--- src/rtl/pipe_pkg.sv ---
// Shared types and per-stage payload layouts for the pipeline stage registers.
package pipe_pkg;

  typedef enum logic [1:0] {
    EMPTY = 2'd0,
    FULL  = 2'd1,
    SKIDF = 2'd2
  } state_t;

  // IF/ID: pc32 + inst32, no control bits to squash
  localparam int          IF_ID_W          = 64;
  localparam logic [63:0] IF_ID_CTRL_MASK  = 64'h0;

  // EXE/MEM: {alu32, b32, rn5, wreg, m2reg, wmem, z}
  localparam int EXE_MEM_W       = 73;
  localparam int EXE_MEM_Z_OFS   = 0;
  localparam int EXE_MEM_WMEM    = 1;
  localparam int EXE_MEM_M2REG   = 2;
  localparam int EXE_MEM_WREG    = 3;
  localparam int EXE_MEM_RN_OFS  = 4;
  localparam int EXE_MEM_RN_W    = 5;
  localparam int EXE_MEM_B_OFS   = 9;
  localparam int EXE_MEM_ALU_OFS = 41;
  localparam logic [72:0] EXE_MEM_CTRL_MASK = 73'hF;

  // MEM/WB: {alu32, mem32, rn5, wreg, m2reg}
  localparam int          MEM_WB_W         = 71;
  localparam logic [70:0] MEM_WB_CTRL_MASK = 71'h3;

endpackage

--- src/rtl/pipe_stage_reg_if.sv ---
// Upstream/downstream valid-ready handshake of one stage boundary.
interface pipe_stage_reg_if
  import pipe_pkg::*;
#(
  parameter int W = EXE_MEM_W
);
  logic         in_valid;
  logic         in_ready;
  logic [W-1:0] in_data;
  logic         out_valid;
  logic         out_ready;
  logic [W-1:0] out_data;

  // master: the surrounding pipeline (producer upstream, consumer downstream)
  modport master (output in_valid, in_data, out_ready,
                  input  in_ready, out_valid, out_data);
  // slave: the stage register itself
  modport slave  (input  in_valid, in_data, out_ready,
                  output in_ready, out_valid, out_data);
endinterface

--- src/rtl/sat_counter.sv ---
// Saturating up-counter, step 0..2 per cycle, synchronous active-low clear.
module sat_counter #(
  parameter int CNT_W = 16
) (
  input  logic             clk,
  input  logic             clrn,
  input  logic [1:0]       inc,
  output logic [CNT_W-1:0] cnt
);
  logic [CNT_W:0] sum;

  assign sum = {1'b0, cnt} + (CNT_W+1)'(inc);

  // clamp at all-ones instead of wrapping
  always_ff @(posedge clk) begin
    if (!clrn)            cnt <= '0;
    else if (sum[CNT_W])  cnt <= '1;
    else                  cnt <= sum[CNT_W-1:0];
  end
endmodule

--- src/rtl/pipe_stage_reg.sv ---
// Pipeline stage register: valid/ready, flush-to-bubble, optional 2-entry skid.
module pipe_stage_reg
  import pipe_pkg::*;
#(
  parameter int           W         = EXE_MEM_W,
  parameter logic [W-1:0] CTRL_MASK = W'(EXE_MEM_CTRL_MASK),
  parameter bit           SKID      = 1'b1,
  parameter int           CNT_W     = 16
) (
  input  logic             clk,
  input  logic             clrn,
  input  logic             flush,
  pipe_stage_reg_if.slave  bus,
  output logic [1:0]       occ,
  output logic [CNT_W-1:0] drop_cnt
);
  state_t       state, nstate;
  logic [W-1:0] main, skid;
  logic         in_fire, out_fire;
  logic         ld_main, main_from_skid, ld_skid;
  logic [1:0]   drop_inc;

  assign in_fire  = bus.in_valid & bus.in_ready;
  assign out_fire = bus.out_valid & bus.out_ready;

  assign bus.out_valid = (state != EMPTY);
  assign occ           = (state == EMPTY) ? 2'd0 : (state == FULL) ? 2'd1 : 2'd2;
  // bubbles keep the datapath bits but read as NOP on the control bits
  assign bus.out_data  = bus.out_valid ? main : (main & ~CTRL_MASK);

  // next state and register load enables; flush overrides everything
  always_comb begin
    nstate         = state;
    ld_main        = 1'b0;
    main_from_skid = 1'b0;
    ld_skid        = 1'b0;
    unique case (state)
      EMPTY: if (in_fire) begin nstate = FULL; ld_main = 1'b1; end
      FULL: begin
        if (in_fire && out_fire)  ld_main = 1'b1;
        else if (out_fire)        nstate = EMPTY;
        else if (in_fire && SKID) begin nstate = SKIDF; ld_skid = 1'b1; end
      end
      SKIDF: if (out_fire) begin nstate = FULL; ld_main = 1'b1; main_from_skid = 1'b1; end
      default: nstate = EMPTY;
    endcase
    if (flush) begin
      nstate  = EMPTY;
      ld_main = 1'b0;
      ld_skid = 1'b0;
    end
  end

  // state register
  always_ff @(posedge clk) begin
    if (!clrn) state <= EMPTY;
    else       state <= nstate;
  end

  // head entry; not cleared on pop, only masked at the output
  always_ff @(posedge clk) begin
    if (!clrn)        main <= '0;
    else if (ld_main) main <= main_from_skid ? skid : bus.in_data;
  end

  generate
    if (SKID) begin : g_skid
      logic rdy_q;
      // second entry catches the word accepted while downstream stalled
      always_ff @(posedge clk) begin
        if (!clrn)        skid <= '0;
        else if (ld_skid) skid <= bus.in_data;
      end
      // registered ready: no combinational path from out_ready
      always_ff @(posedge clk) begin
        if (!clrn) rdy_q <= 1'b0;
        else       rdy_q <= (nstate != SKIDF);
      end
      assign bus.in_ready = clrn & rdy_q;
    end else begin : g_noskid
      assign skid         = '0;
      assign bus.in_ready = clrn & ((state == EMPTY) | bus.out_ready);
    end
  endgenerate

  // entries lost to flush: everything held except what downstream took this cycle
  assign drop_inc = flush ? (occ - {1'b0, out_fire}) : 2'd0;

  sat_counter #(.CNT_W(CNT_W)) u_drop_cnt (
    .clk  (clk),
    .clrn (clrn),
    .inc  (drop_inc),
    .cnt  (drop_cnt)
  );
endmodule

--- src/flat_wrapper.sv ---
// flat-port wrapper written by rule: the top's interface ports become plain ports
module pipe_stage_reg_flat import pipe_pkg::*;
#(
  parameter int           W         = EXE_MEM_W,
  parameter logic [W-1:0] CTRL_MASK = W'(EXE_MEM_CTRL_MASK),
  parameter bit           SKID      = 1'b1,
  parameter int           CNT_W     = 16
)
  (clk, clrn, flush, occ, drop_cnt, bus_in_valid, bus_in_data, bus_out_ready, bus_in_ready, bus_out_valid, bus_out_data);
  pipe_stage_reg_if #(.W(W)) bus_i ();
  input  logic clk;
  input  logic clrn;
  input  logic flush;
  output logic [1:0] occ;
  output logic [CNT_W-1:0] drop_cnt;
  input wire logic [$bits(bus_i.in_valid)-1:0] bus_in_valid;
  input wire logic [$bits(bus_i.in_data)-1:0] bus_in_data;
  input wire logic [$bits(bus_i.out_ready)-1:0] bus_out_ready;
  output wire logic [$bits(bus_i.in_ready)-1:0] bus_in_ready;
  output wire logic [$bits(bus_i.out_valid)-1:0] bus_out_valid;
  output wire logic [$bits(bus_i.out_data)-1:0] bus_out_data;
  assign bus_i.in_valid = bus_in_valid;
  assign bus_i.in_data = bus_in_data;
  assign bus_i.out_ready = bus_out_ready;
  assign bus_in_ready = bus_i.in_ready;
  assign bus_out_valid = bus_i.out_valid;
  assign bus_out_data = bus_i.out_data;
  pipe_stage_reg #(.W(W), .CTRL_MASK(CTRL_MASK), .SKID(SKID), .CNT_W(CNT_W)) u_core (.clk(clk), .clrn(clrn), .flush(flush), .bus(bus_i), .occ(occ), .drop_cnt(drop_cnt));
endmodule
--- config.mk ---
export PLATFORM = sky130hd
export DESIGN_NAME = pipe_stage_reg_flat
export DESIGN_NICKNAME = d
export VERILOG_FILES = /design/src/rtl/pipe_pkg.sv /design/src/rtl/pipe_stage_reg_if.sv /design/src/rtl/sat_counter.sv /design/src/rtl/pipe_stage_reg.sv /design/src/flat_wrapper.sv
export SDC_FILE = /design/constraint.sdc
export NUM_CORES = 1
export LEC_CHECK = 0
export ABC_AREA = 1
export BUFFER_PORTS_ARGS = -buffer_cell sky130_fd_sc_hd__buf_2
export CAP_MARGIN = 20
export CELL_PAD_IN_SITES_DETAIL_PLACEMENT = 1
export CELL_PAD_IN_SITES_GLOBAL_PLACEMENT = 2
export CORE_MARGIN = 2
export CORE_UTILIZATION = 26
export CTS_CLUSTER_DIAMETER = 50
export DETAILED_ROUTE_END_ITERATION = 10
export PLACE_DENSITY = 0.73
export SYNTH_ARGS = -nofsm -noshare
export SYNTH_HDL_FRONTEND = slang
export SYNTH_SLANG_ARGS = --single-unit
--- constraint.sdc ---
create_clock -name clk -period 3.2 [get_ports clk]
set_clock_uncertainty 0.05 [all_clocks]
set_input_delay 0.32 -clock clk [delete_from_list [all_inputs] [get_ports clk]]
set_output_delay 0.32 -clock clk [all_outputs]
set_load 0.05 [all_outputs]
Word-level counts from Yosys, hierarchy flattened
Index checks and enable logic that the tools add are counted.

word-level totals
  logic and storage cells = 39
  bits of input ports = 78
  register bits after elaboration = 165

operators by class
  $add $sub $neg = 2
  bitwise gates (word level) = 3
  equality and inequality tests = 3
  multiplexer cells = 23
  reductions and logical operators = 3

operator list
  cell                                                              count
  73-bit two-way mux                                                1
  2-bit two-way mux                                                 9
  16-bit by 2-bit adder with 17-bit output                          1
  16-bit two-way mux                                                1
  1-bit two-way mux                                                 9
  2-bit one-hot mux with 3 select lines                             1
  4-bit two-way mux                                                 1
  1-bit bitwise AND                                                 3
  1-bit one-hot mux with 3 select lines                             1
  2-bit by 1-bit == test with 1-bit output (second input constant)  1
  2-bit == test (second input constant)                             1
  2-bit zero test                                                   1
  2-bit != test (second input constant)                             1
  2-bit nonzero test                                                1
  2-bit by 1-bit subtractor with 2-bit output                       1
  1-bit logical AND                                                 1

Logic depth before layout (Yosys ltp)
Gate-level depths: netlist (run 1).

  depth after elaboration = 8
  depth in mapped cells = 15
  depth with buffers taken out = 15

Hierarchy
Synthesis (run 1) repeated with hierarchy kept, for this count alone.

unflattened totals
  cell total of the unflattened synthesis = 1396
  area total of the unflattened synthesis = 8615.8 sq um

modules (own cells, without submodules)
  module          times used  cells an instance  sequential area each (sq um)  area an instance (sq um)
  pipe_stage_reg  1           1274               2982.9                        7724.9
  sat_counter     1           122                320.3                         890.9

Worst setup path after synthesis (run 1)
Ideal clock, no wire load.

  path kind = flip-flop to flip-flop
  start = register u_core.state[1]
  end = register u_core.u_drop_cnt.cnt[11]
  data required time = 3093 ps
  arrival = 2405 ps
  setup slack = 688 ps
  library setup time = 57 ps
  path buffers = 0
  cell stages (with the launch flop) = 15
  cells stage by stage = dfxtp_1 > nor2_1 > nor2_1 > ha_1 > nor2_1 > ha_1 > inv_1 > fa_1 > nor2_1 > nand2_1 > inv_1 > nand3_1 > nand3_1 > nand2_1 > inv_1

on the way
  cells in the longest elaborated chain, start to end = 7
  elaborated cells between the ends (all ways) = 10
  those cells by class = add/sub: 2; eq/ne: 1; mux: 4; bitwise: 1; reduce/logical: 2

ends and longest elaborated chain
  what                                           RTL line              RTL
  start: declaration                             pipe_stage_reg.sv:17  state_t state, nstate;
  start signal: assignment                       pipe_stage_reg.sv:57  else state <= nstate;
  2-bit by 1-bit == test with 1-bit output       pipe_stage_reg.sv:27  assign occ = (state == EMPTY) ? 2'd0 : (state == FULL) ? 2'd1 : 2'd2;
  2-bit two-way mux (2 in series)                pipe_stage_reg.sv:27
  2-bit by 1-bit subtractor with 2-bit output *  pipe_stage_reg.sv:87  assign drop_inc = flush ? (occ - {1'b0, out_fire}) : 2'd0;
  2-bit two-way mux *                            pipe_stage_reg.sv:87
  16-bit by 2-bit adder with 17-bit output *     sat_counter.sv:12     assign sum = {1'b0, cnt} + (CNT_W+1)'(inc);
  16-bit two-way mux *                           sat_counter.sv:17     else if (sum[CNT_W]) cnt <= '1;
  end signal: assignment                         sat_counter.sv:18     else cnt <= sum[CNT_W-1:0];
  end: declaration                               sat_counter.sv:8      output logic [CNT_W-1:0] cnt

Mark *: on every way between the ends. The rest lies on a longest branch, timed or not.
A chain may end at the register's enable or synchronous reset.

Worst setup path in the final report (run 1)
  start = register u_core.state[1]
  end = register u_core.u_drop_cnt.cnt[13]

Same word-level chain as after synthesis.

==> results.md, run 1 <==
- The CTS clock-pin slew for the worst setup and hold paths is roughly 0.07 ns.
- The count of max-cap constraint violations is 0.
- The share of total power dissipated in sequential elements is around 46%.
- The die boundary width is 177.0 µm.
- In the global route stage, overall resource usage came out at 14.83%.
- The start point of the critical path is u_core.state[1].
- TritonCTS created 17 clock buffers.
- Sequential cells were found to cover a little over two fifths of the synthesized design area.
- Counting along the longest clock path gives a buffer depth of 2.
- The via density per instance is 4.455.
- The worst setup path is launched from a register.
- In this run the number of H-tree levels came out at 4.
- The count of unresolved DRC violations after routing is 0.
- The post-route netlist has between 15 and 20% of its cells at a drive strength greater than 1.
- The final layout contains routed wiring with a total length of ~23000 µm.
- The final route contains 7083 vias.
- The CTS tree is built.
- The half-perimeter wire length after detailed placement is 14410 µm.
- The critical path is of the register to register type.
- The peak clock frequency supported by timing is 360.2 MHz.
- The internal power component is 3328 µW.
- The main flop type after synthesis is sky130_fd_sc_hd__dfxtp_1.
- The portion of total power attributed to combinational logic is a little under a tenth.
- The switching part of the total is 27.38%.
- Measured against its own limit, the worst slew margin works out to 32.78%.
- The worst-margin pin slew is 1.008 ns.
- Entering global routing, the biggest net connects 86 pins.
- In the detailed route, the total length drawn on met2 is about 10000 µm.
- For this design the ratio of total power to cell area is between 500 and 600 nW/µm².
- At the later pin of the worst-skew pair, clock insertion delay measures 0.42 ns.
- The placeable core region is 29560 µm².
- Yosys mapped a number of flops with a built-in enable equal to 0.
- The number of global-route vias before repair is 7064.
- The met1 wire length is 11200 µm.
- The number of gates resized after cts is 0.
- The highest signal layer in the routed design is met5.
- The number of hold-slack violations in the final timing report was 0.
- During I/O placement, the number of pins put on the boundary was 171.
- After detailed routing, the met3 layer carries 1164 µm of wire.
- The number of nets produced by synthesis is around 1200.
- The initial core utilization is between 20% and 30%.
- After synthesis, the share of flip-flops with an asynchronous set or reset is 0%.
- The total net switching power is ~1300 µW.
- The number of nets still failing antenna checks after routing is 0.
- Setup repair after global routing left no endpoint under its margin.
- In this run the clock root is driven by a sky130_fd_sc_hd__clkbuf_16.
- After clock tree synthesis, the flow added hold-fix buffers numbering 0.
- On the final layout, the worst hold slack is 0.1446 ns.
- The cell that appears most often on the critical path is sky130_fd_sc_hd__nor2_1.
- In the final routed layout, each cell accounts on average for 14.26 µm.
- The relative contribution of the clock network to total power is between 40 and 50%.
- The setup TNS is 0 ns.
- The post-synthesis to final-layout area growth is 15.62%.
- The gate count after technology mapping is 1127.
- Setup violations remaining at the end of the flow were counted as 0.
- The global placement routability congestion is about 0.74.
- The combined area of all synthesized cells is 7780 µm².
- Summed over all layers, the global routing overflow is 0.
- The worst hold path begins at bus_in_data[67].
- The signal on the critical path passes through nor2_1 > nor2_1 > ha_1 > nor2_1 > ha_1 > inv_1 > fa_1 > nor2_1 > nand2_1 > inv_1 > nand3_1 > nand3_1 > nand2_1 > inv_1.
- The number of placement rows is 63.
- The floorplan step set the die height to 177.0 µm.
- The largest fanout on the critical path is 7.
- The flow ran to the end, and the final reports show no timing, DRC or antenna violations.
- The first detailed-routing pass took 4 iterations.
- In this run the post-CTS setup repair buffer count came out at 0.
- The type of element capturing the critical path is a register.
- The total number of clock tree sinks is approximately 170.
- The final critical path time including I/O delays and setup is 2.776 ns.
- The library cell contributing the largest single delay on the critical path is sky130_fd_sc_hd__fa_1.
- Across the VDD grid, the largest voltage drop is 317.3 µV.
- The required time reported for the critical path endpoint is 3.52 ns.
- The starting DRC count in detailed routing is 386.
- The min-delay analysis places its worst path in the category input pin to register.
- For this run, the post-layout net count is 1268.
- During synthesis, Yosys emitted a total of 0 warnings.
- A synthesized cell averages ~7 µm².
- The wire length of the first global-routing pass is 36980 µm.
- The stage delay of the slowest cell on the critical path is 0.42 ns.
- The worst register-to-register path begins at u_core.state[1].
- The synthesized netlist contains 24 unique library cells.
- The synthesized design contains around 170 register bits.
- Cells fill about 30% of the core in the end.
- The number of antenna violations at the first check in global routing was 5.
- The total leakage power is 0.003888 µW.
- The signal arrival time at the worst endpoint is approximately 3.1 ns.
- The count of buffers added on input and output ports is 170.
- The max-slew violation count came to 0.
- Dividing the final minimum period by the clock period gives 86.75%.
- The die covers approximately 31000 µm².
## registers in the layout, indices dropped and copies added (netlist names)
register,cells
u_core.main,73
u_core.skid,73
u_core.g_skid.rdy_q,1
u_core.state,2
u_core.u_drop_cnt.cnt,16
## cell type report
| cell class | instances | area, µm² |
|---|---|---|
| clock buffer | 19 | 442.9 |
| sequential | 165 | 3303 |
| antenna | 1 | 2.502 |
| clock inverter | 13 | 137.6 |
| timing repair buffer | 182 | 1006 |
| tap | 390 | 488.0 |
| multi-input combinational | 708 | 3194 |
| inverter | 112 | 420.4 |
| fill | 3739 | 20560 |
## cells by family (layout without fill, tap and decap cells)
kind of cell | after synthesis | count (layout) | synth area share, %
buf+inv | 254 | 326 | 16.87
simple gates | 536 | 536 | 28.68
xor+xnor | 5 | 5 | 0.5629
flops | 165 | 165 | 42.46
fa+ha+maj | 4 | 4 | 0.7398
compound gates | 163 | 163 | 10.69
other cells | 0 | 1 | 0
## worst paths after layout
check / cells after the start / end / slack, ns
worst max-delay path: 14 / u_core.u_drop_cnt.cnt[13] / 0.42
worst min-delay path: 3 / u_core.skid[67] / 0.14
worst max register to register: 14 / u_core.u_drop_cnt.cnt[13] / 0.42
worst min register to register: 2 / u_core.skid[22] / 0.40
## worst max-delay path, delay by kind of cell, from the launching register on
family | cells | cell delay [ns]
DFF | 1 | 0.37
and+or+nand+nor | 8 | 1.15
adders and majority gates | 3 | 0.89
buffers and inverters | 3 | 0.28
## placed cells by master (no fill, tap or decap), types with 2 or more instances in the layout
master | synthesis | layout
sky130_fd_sc_hd__nand4_1 | 76 | 76
sky130_fd_sc_hd__dfxtp_1 | 165 | 165
sky130_fd_sc_hd__nor2_1 | 174 | 174
sky130_fd_sc_hd__a31oi_1 | 2 | 2
sky130_fd_sc_hd__xor2_1 | 4 | 4
sky130_fd_sc_hd__a21oi_1 | 83 | 83
sky130_fd_sc_hd__inv_8 | 0 | 2
sky130_fd_sc_hd__nand2_1 | 266 | 265
sky130_fd_sc_hd__buf_4 | 70 | 8
sky130_fd_sc_hd__ha_1 | 3 | 3
sky130_fd_sc_hd__o21ai_0 | 76 | 76
sky130_fd_sc_hd__nand2_4 | 0 | 2
sky130_fd_sc_hd__buf_12 | 0 | 5
sky130_fd_sc_hd__clkinvlp_4 | 0 | 2
sky130_fd_sc_hd__clkbuf_16 | 0 | 17
sky130_fd_sc_hd__buf_2 | 35 | 169
sky130_fd_sc_hd__inv_1 | 112 | 111
sky130_fd_sc_hd__clkinv_4 | 0 | 3
sky130_fd_sc_hd__inv_6 | 0 | 5
sky130_fd_sc_hd__nand3_1 | 16 | 15
## synth_stat cells (2+ instances only)
| cell type | count | share of area (%) |
|---|---|---|
| sky130_fd_sc_hd__a21oi_1 | 83 | 5.3 |
| sky130_fd_sc_hd__inv_1 | 112 | 5.4 |
| sky130_fd_sc_hd__ha_1 | 3 | 0.48 |
| sky130_fd_sc_hd__a31oi_1 | 2 | 0.16 |
| sky130_fd_sc_hd__o21ai_0 | 76 | 4.9 |
| sky130_fd_sc_hd__buf_6 | 7 | 1.0 |
| sky130_fd_sc_hd__nand3_1 | 16 | 1.0 |
| sky130_fd_sc_hd__buf_2 | 35 | 2.3 |
| sky130_fd_sc_hd__clkbuf_1 | 22 | 1.1 |
| sky130_fd_sc_hd__nor2_1 | 174 | 8.4 |
| sky130_fd_sc_hd__dfxtp_1 | 165 | 42 |
| sky130_fd_sc_hd__buf_4 | 70 | 6.8 |
| sky130_fd_sc_hd__nand4_1 | 76 | 6.1 |
| sky130_fd_sc_hd__nand2_1 | 266 | 13 |
| sky130_fd_sc_hd__xor2_1 | 4 | 0.45 |
| sky130_fd_sc_hd__buf_1 | 8 | 0.39 |
## power groups by stage
stage / logic, µW / clock network, µW / registers [µW]
3_5_place_dp: 423 / 0 / 2150
3_3_place_gp: 420 / 0 / 2150
4_1_cts: 424 / 2170 / 2100
6_report: 415 / 2060 / 2100
5_1_grt: 462 / 2250 / 2110
2_1_floorplan: 320 / 0 / 2150
## through the flow
stage	cell area [µm²]	power [µW]	setup slack [ns]	std cells
floorplan	7780	2469	0.6880	1127
global placement	8412	2572	0.3735	1557
detailed placement	8412	2575	0.2775	1557
CTS	8992	4694	0.3970	1589
global route	8992	4825	0.1089	1589
finish	8995	4583	0.4238	1590
## routing by layer
layer  vias up  GRT usage, %
li1       3615             -
met1      3308         19.68
met2       137         24.17
met3        15         3.780
met4         8         3.271
met5         -             0
Note: power is estimated with default switching activity, not from simulation.
==> run 2, diff against run 1 <==
PLACE_DENSITY = not set   (was 0.73)
PLACE_DENSITY_LB_ADDON = 0.1   (was not set)
SYNTH_HIERARCHICAL = 1   (was not set)
==> run 2 against run 1 <==
Compared with the run above: sequential cell count is the same; critical path type unchanged; count of clock-buffer cells in the layout grew 1; first-iteration DRC count shrank 31%; sequential power is essentially flat; sequential share of layout area shrank 3.0 points; synthesized cell count grew 24%; routed wire length grew 6.3%; non-clock buffer count shrank 1.
==> results.md, run 2 <==
- The setup slack of the most critical reg-to-reg path is 0.33 ns (-0.09 ns).
- The routed via count is 7626 (+7.7%).
- The path type of the worst setup path is register to register.
- The number of buffers inserted by port buffering is 170 (unchanged).
- The total number of clock tree sinks is 165 (unchanged).
- The count of max-cap constraint violations is 0 (unchanged).
- The register area share after synthesis is 38.34% (-4.1 points).
- The worst slack after detailed placement was 0.2806 ns (+0.003101 ns).
- STA classifies the critical path endpoint as a register.
- The mean routed wirelength per cell is 12.59 µm (-12%).
- The worst-margin pin slew came to 1.047 ns (+0.03899 ns).
- The cts-stage hold buffer count is 0 (unchanged).
- The largest registers in the layout are u_core/main: 73 flops, u_core/skid: 73 flops, u_core/u_drop_cnt/cnt: 16 flops.
- The number of gates resized after cts is 0 (unchanged).
- The fraction of final layout cells sized beyond drive strength 1 is 15.44% (-2.9 points).
- The area growth from synthesis to layout is 13.75%.
- The share of the core filled with cells in the final layout came to 30.05% (-0.38 points).
- STA classifies the critical path startpoint as a register.
- The number of synthesized flops with an enable pin is 0 (unchanged).
- The initial core utilization was 26.41% (+0.094 points).
- The number of global-route vias before repair is 7544 (+6.8%).
- The number of nets produced by synthesis is 1478 (+22%).
- The max-slew violation count is 0 (unchanged).
- The gate count after technology mapping is 1396 (+24%).
- The number of nets still failing antenna checks after routing is 0 (unchanged).
- The count of unresolved DRC violations after routing came to 0 (unchanged).
- The final worst setup slack came to 0.3334 ns (-0.09045 ns).
- The setup violation total in the final timing report is 0 (unchanged).
- The number of antenna violations at the first check in global routing came to 3 (-2).
- The chip height came to 186.0 µm (+5.1%).
- The largest fanout on the critical path is 15 (+8).
- The cell count of the worst reg-to-reg path is 15 (+1).
- The remaining global-route overflow is 0 (unchanged).
- The synthesis warning total is 6 (+6).
- The overall die area is 34610 µm² (+10%).
- The global placement routability congestion came to 0.7291 (-0.99%).
- The via density per instance is 3.984 (-11%).
- Leaving out fill and tap cells, the most frequent cell in the layout is sky130_fd_sc_hd__nand2_1.
- The maximum root-to-sink buffer count was 2 (unchanged).
- The worst-case vdd ir drop is 333.2 µV (+5.0%).
- The post-route fraction of the period consumed by the critical path is 89.58% (+2.8 points).
- The setup TNS is 0 ns (unchanged).
- The number of hold-slack violations in the final timing report is 0 (unchanged).
- The I/O pin count was 171 (unchanged).
- The share of the synthesized area in the top cell type is 38.34% (-4.1 points).
- The worst hold-check path type is input pin to register.
- In the post-synthesis netlist, the cell with the most instances is sky130_fd_sc_hd__nand2_1.
- The per-instance average area after synthesis is 6.172 µm² (-11%).
- The normalized max-slew margin is 30.18% (-2.6 points).
- The starting DRC count in detailed routing is 266 (-31%).
- Sorting the synthesized cells by how often they occur yields sky130_fd_sc_hd__nand2_1, sky130_fd_sc_hd__nor2_1, sky130_fd_sc_hd__inv_1.
- The final layout net count is 1542 (+22%).
- The signal arrival time at the worst endpoint came to 3.19 ns (+0.09 ns).
- In the synthesized netlist the dominant register cell turns out to be sky130_fd_sc_hd__dfxtp_1.
- The synthesized design spends more area on one cell type than any other, namely sky130_fd_sc_hd__dfxtp_1.
- The run finished with clean final reports.
- The final-layout fill cell count was 4295 (+15%).
- TritonCTS built the clock tree.
- The post-placement cell area was 9194 µm² (+9.3%).
- By area the synthesized netlist is led by sky130_fd_sc_hd__dfxtp_1, sky130_fd_sc_hd__nand2_1, sky130_fd_sc_hd__nor2_1.
- The placeable core region came to 32620 µm² (+10%).
- The peak clock frequency supported by timing is 348.8 MHz (-3.2%).
- The synthesized flop and latch total is 165 (unchanged).
- The wire length of the first global-routing pass is 38650 µm (+4.5%).
- The number of placement rows is 66 (+4.8%).
- The root buffer selected by CTS is sky130_fd_sc_hd__clkbuf_16.
- The die boundary width came to 186.0 µm (+5.1%).
- The library cells used most frequently in the layout, excluding fill and tap cells, are sky130_fd_sc_hd__nand2_1, sky130_fd_sc_hd__nor2_1, sky130_fd_sc_hd__buf_2, sky130_fd_sc_hd__inv_1, sky130_fd_sc_hd__dfxtp_1.
- The half-perimeter wire length after detailed placement is 15640 µm (+8.6%).
- The total leakage power came to 0.005379 µW (+38%).
- The final critical path time including I/O delays and setup is 2.867 ns (+0.09045 ns).
- The total non-filler cell area in the finished layout is 9801 µm² (+9.0%).
- The number of buffers created by CTS is 17 (unchanged).
- The worst hold path depth came to 5 (+2).
- The buffer count from post-CTS setup fixing is 0 (unchanged).
- The total power divided by cell area came to 486.7 nW/µm² (-4.5%).
- The CTS clock-pin slew for the worst setup and hold paths was 0.07 ns (about the same).
- The combined area of all synthesized cells came to 8616 µm² (+11%).
- Setup repair after global routing left no endpoint under its margin.
- The total routing usage reported by global routing was 14.27% (-0.56 points).
- The insertion delay of the later-clocked pin in the worst-skew pair is 0.42 ns (about the same).
- The async set or reset register ratio after synthesis is 0% (unchanged).
- The required time reported for the critical path endpoint was 3.52 ns (about the same).
- The final wirelength came to 24100 µm (+6.3%).
- The distinct cell type count of the synthesized netlist was 33 (+38%).
- The H-tree level count came to 4 (unchanged).
- The number of search-and-repair iterations in the first detailed-routing pass is 4 (unchanged).
- The maximum number of pins on one net before global-route repair is 89 (+3.5%).
-- run 2: changes by cell type after synthesis, sizes merged, moves of 2 or more --
cell	before	now
nor2	175	320
nand2	267	553
inv	112	171
o21ai	76	6
a21oi	84	9
xnor2	1	3
nand4	76	4
clkbuf	22	17
nand3	16	12
-- run 2: cells by family after synthesis --
kind of cell | after synthesis | synth area share, %
flops | 165 | 38.34
compound gates | 20 | 1.351
simple gates | 893 | 40.07
xor+xnor | 6 | 0.6100
buf+inv | 308 | 18.97
fa+ha+maj | 4 | 0.6681
-- run 2: critical path: stages, from the launching register on --
cell	delay, ns
sky130_fd_sc_hd__dfxtp_1	0.42
sky130_fd_sc_hd__inv_2	0.12
sky130_fd_sc_hd__nor2_1	0.13
sky130_fd_sc_hd__inv_1	0.05
sky130_fd_sc_hd__ha_1	0.28
sky130_fd_sc_hd__nor2_1	0.14
sky130_fd_sc_hd__ha_1	0.18
sky130_fd_sc_hd__inv_1	0.05
sky130_fd_sc_hd__fa_1	0.41
sky130_fd_sc_hd__inv_1	0.11
sky130_fd_sc_hd__nand2_2	0.07
sky130_fd_sc_hd__nor2_4	0.20
sky130_fd_sc_hd__nand4_4	0.28
sky130_fd_sc_hd__nand3_1	0.19
sky130_fd_sc_hd__nand2_1	0.06
sky130_fd_sc_hd__inv_1	0.08
-- run 2: metrics by stage --
step / cells / total power, µW / hold slack (ns)
CTS: 1912 / 4886 / 0.1148
global placement: 1883 / 2636 / 0.4110
floorplan: 1396 / 2531 / 0.3676
finish: 1914 / 4770 / 0.1445
detailed placement: 1883 / 2639 / 0.4219
global route: 1912 / 5014 / 0.1564
-- run 2: per-layer routing --
| metal | vias to the layer above | wire length (µm) | GRT usage [%] | share of wire [%] |
|---|---|---|---|---|
| li1 | 4090 | - | - | - |
| met1 | 3417 | 11800 | 18.00 | 49 |
| met2 | 103 | 11100 | 24.51 | 46 |
| met3 | 14 | 966 | 3.228 | 4.0 |
| met4 | 2 | 224 | 3.591 | 0.93 |
| met5 | - | 9 | 0 | 0.037 |
-- run 2: power breakdown --
part           switching, µW  total (µW)  internal (µW)
registers               19.9        2110           2090
clock network            875        2190           1310
logic                    329         468            138
-- run 2: path summary, 6_finish.rpt --
check                  start                   endpoint
max          u_core/state[0]  u_core/u_drop_cnt/cnt[15]
min reg2reg   u_core/skid[3]             u_core/skid[3]
max reg2reg  u_core/state[0]  u_core/u_drop_cnt/cnt[15]
min          bus_in_data[44]            u_core/skid[44]
-- run 2: layout make-up --
cell class | count | area (µm²) | share of cell area, %
Sequential cell | 165 | 3303 | 33.70
Antenna cell | 2 | 5.005 | 0.05107
Clock inverter | 9 | 155.1 | 1.583
Tap cell | 442 | 553.0 | 5.643
Timing Repair Buffer | 181 | 985.9 | 10.06
Inverter | 172 | 648.1 | 6.613
Multi-Input combinational cell | 923 | 3704 | 37.79
Clock buffer | 20 | 446.7 | 4.558
==> run 3, diff against run 2 <==
RECOVER_POWER = 100   (was not set)
==> run 3 against run 2 <==
Compared with the run above: the flow now finishes with violations (capacitance limit, slew limit); die area unchanged; sequential share of layout area increased by 0.66 points; sequential power about the same; via count about the same; first-iteration DRC count decreased by 4.1%; largest cell class unchanged; routed wire length increased by 0.15%; count of clock-buffer cells in the layout unchanged.
==> results.md, run 3 (synthesized netlist as in run 2, its figures left out) <==
- The multi-input combinational cell area came to 3679 µm² (-0.68%).
- The buffer count from post-CTS setup fixing was 0 (unchanged).
- The signal arrival time at the worst endpoint is 3.12 ns (-0.07 ns).
- The relative contribution of the clock network to total power was 46.0% (about the same).
- The met2 wire length is 11010 µm (-0.83%).
- The end point of the worst hold path is u_core/skid[44].
- The worst register-to-register path begins at u_core/state[0].
- The number of buffers and inverters on the critical path is 5 (unchanged).
- The startpoint kind of the worst setup timing path is a register.
- In this design, the largest share of critical-path delay is due to simple AND/OR/NAND/NOR gates.
- The placeable core region was 32620 µm² (unchanged).
- The largest registers in the layout are u_core/main: 73 flops, u_core/skid: 73 flops, u_core/u_drop_cnt/cnt: 16 flops.
- The slowest stage of the critical path belongs to the cell sky130_fd_sc_hd__fa_1.
- The insertion delay of the later-clocked pin in the worst-skew pair is 0.43 ns (about the same).
- The startpoint identified for the worst hold timing path is bus_in_data[44].
- The number of hold-slack violations in the final timing report is 0 (unchanged).
- The total leakage power is 0.004946 µW (-8.0%).
- The share of power burned in registers is 44.5% (+0.2 points).
- The total net switching power came to 1222 µW (-0.21%).
- The via density per instance was 3.981 (about the same).
- The number of placement rows came to 66 (unchanged).
- The met1 wire length is 11940 µm (+1.2%).
- The I/O pin count was 171 (unchanged).
- The count of max-cap constraint violations is 1 (+1).
- The portion of total power attributed to combinational logic is 9.6% (-0.2 points).
- The worst-case vdd ir drop is 333.8 µV (+0.18%).
- The remaining global-route overflow is 0 (unchanged).
- The routed via count came to 7619 (-0.092%).
- The total non-filler cell area in the finished layout was 9612 µm² (-1.9%).
- The number of antenna violations at the first check in global routing is 3 (unchanged).
- The number of global-route vias before repair is 7544 (unchanged).
- The fraction of final layout cells sized beyond drive strength 1 is 8.844% (-6.6 points).
- The worst hold path depth is 5 (unchanged).
- The total number of clock tree sinks is 165 (unchanged).
- The highest signal layer in the routed design is met5.
- The initial core utilization was 26.41% (unchanged).
- The final reports fail on capacitance limit, slew limit.
- The total routing usage reported by global routing was 14.27% (unchanged).
- The global placement routability congestion is 0.7291 (unchanged).
- The run finished, with violations left.
- The most common cell after layout, fill and taps aside is sky130_fd_sc_hd__nand2_1.
- The path type of the worst setup path is register to register.
- The area growth from synthesis to layout is 11.56%.
- The capturing point of the worst reg2reg path is u_core/u_drop_cnt/cnt[15].
- The hold slack came to 0.1458 ns (+0.001362 ns).
- The logic depth of the worst setup path including buffers was 15 (unchanged).
- The number of buffers inserted by port buffering is 170 (unchanged).
- The number of gates resized after cts is 0 (unchanged).
- The final wirelength is 24140 µm (+0.15%).
- The H-tree level count was 4 (unchanged).
- The peak clock frequency supported by timing is 357.3 MHz (+2.4%).
- The largest fanout on the critical path came to 15 (unchanged).
- The routed wire length on met3 came to 942 µm (-2.5%).
- The flip-flop and latch area is 3303 µm² (unchanged).
- The normalized max-slew margin was -9.750% (-40 points).
- In this design, the critical path's most frequently occurring cell is sky130_fd_sc_hd__inv_1.
- The switching part of the total is 25.69% (about the same).
- The library cells used most frequently in the layout, excluding fill and tap cells, are sky130_fd_sc_hd__nand2_1, sky130_fd_sc_hd__nor2_1, sky130_fd_sc_hd__inv_1, sky130_fd_sc_hd__dfxtp_1, sky130_fd_sc_hd__clkbuf_1.
- The chip height is 186.0 µm (unchanged).
- The overall die area was 34610 µm² (unchanged).
- The number of nets still failing antenna checks after routing is 0 (unchanged).
- The worst-margin pin slew is 1.646 ns (+0.5989 ns).
- The setup slack of the most critical reg-to-reg path came to 0.40 ns (+0.07 ns).
- The cell sitting at the root of the clock tree is a sky130_fd_sc_hd__clkbuf_16.
- Setup repair after global routing left no endpoint under its margin.
- The number of buffers created by CTS was 17 (unchanged).
- The die boundary width is 186.0 µm (unchanged).
- The maximum number of pins on one net before global-route repair is 89 (unchanged).
- Walking the worst path, the cells encountered are inv_2 > nor2_1 > inv_1 > ha_1 > nor2_1 > ha_1 > inv_1 > fa_1 > inv_1 > nand2_1 > nor2_4 > nand4_4 > nand3_1 > nand2_1 > inv_1.
- The mean routed wirelength per cell is 12.61 µm (+0.15%).
- The post-placement cell area is 9194 µm² (unchanged).
- The required time reported for the critical path endpoint came to 3.52 ns (about the same).
- The half-perimeter wire length after detailed placement is 15640 µm (unchanged).
- TritonCTS built the clock tree.
- The stage delay of the slowest cell on the critical path was 0.41 ns (about the same).
- The internal power component is 3534 µW (-0.34%).
- The cell count of the worst reg-to-reg path is 15 (unchanged).
- The setup violation total in the final timing report is 0 (unchanged).
- The worst hold-check path type is input pin to register.
- The max-slew violation count is 81 (+81).
- The CTS clock-pin slew for the worst setup and hold paths is 0.07 ns (about the same).
- The final-layout fill cell count is 4316 (+0.49%).
- The starting DRC count in detailed routing is 255 (-4.1%).
- The type of element capturing the critical path is a register.
- The wire length of the first global-routing pass came to 38650 µm (unchanged).
- The total power divided by cell area was 494.8 nW/µm² (+1.7%).
- The maximum root-to-sink buffer count is 2 (unchanged).
- The cts-stage hold buffer count is 0 (unchanged).
- The number of search-and-repair iterations in the first detailed-routing pass was 4 (unchanged).
- The final critical path time including I/O delays and setup is 2.799 ns (-0.06797 ns).
- The setup TNS is 0 ns (unchanged).
- The post-route fraction of the period consumed by the critical path is 87.46% (-2.1 points).
- The count of unresolved DRC violations after routing came to 0 (unchanged).
- The final layout net count was 1542 (unchanged).
==> run 3: cell types whose count changed in the layout (fill, tap and decap cells not counted), sizes merged <==
cell | before | now
buf | 181 | 82
clkbuf | 20 | 119
==> run 3: worst max-delay path by stage <==
stage	startpoint	to	slack, ns
after floorplan	u_core/state[0]	u_core/u_drop_cnt/cnt[12]	0.04
after global placement	u_core/state[0]	u_core/u_drop_cnt/cnt[15]	0.34
after detailed placement	u_core/state[0]	u_core/u_drop_cnt/cnt[15]	0.28
after CTS	u_core/state[0]	u_core/u_drop_cnt/cnt[15]	0.28
after global routing	u_core/state[0]	u_core/u_drop_cnt/cnt[13]	0.08
final	u_core/state[0]	u_core/u_drop_cnt/cnt[15]	0.40
==> run 3: cell type report <==
class	instances	area share, %
sequential	165	34.37
timing repair buffer	181	8.552
clock inverter	9	1.614
inverter	172	6.743
multi-input combinational	923	38.27
tap	442	5.754
antenna	2	0.05207
clock buffer	20	4.647
==> run 3: tightest hold or removal path, cell delays in order <==
cell                      delay [ns]
sky130_fd_sc_hd__buf_2          0.10
sky130_fd_sc_hd__inv_1          0.04
sky130_fd_sc_hd__nand2_1        0.04
sky130_fd_sc_hd__nand2_1        0.05
sky130_fd_sc_hd__nor2_1         0.03
==> run 3: power by group through the flow <==
stage / logic, µW / registers, µW / clock network, µW
CTS: 480 / 2110 / 2290
global route: 516 / 2120 / 2370
global placement: 475 / 2160 / 0
floorplan: 374 / 2160 / 0
finish: 455 / 2110 / 2190
detailed placement: 478 / 2160 / 0
==> run 3: through the flow <==
| step | util, % | power, µW | setup WS, ns | cells |
|---|---|---|---|---|
| 5_1_grt | 29.45 | 5002 | 0.08197 | 1912 |
| 3_3_place_gp | 28.19 | 2636 | 0.3388 | 1883 |
| 3_5_place_dp | 28.19 | 2639 | 0.2806 | 1883 |
| 6_report | 29.47 | 4756 | 0.4014 | 1914 |
| 4_1_cts | 30.03 | 4886 | 0.2803 | 1912 |
| 2_1_floorplan | - | 2531 | 0.04327 | 1396 |
==> run 3: layer usage <==
layer,GRT usage [%],vias up
li1,-,4089
met1,18.00,3414
met2,24.51,100
met3,3.228,14
met4,3.591,2
met5,0,-
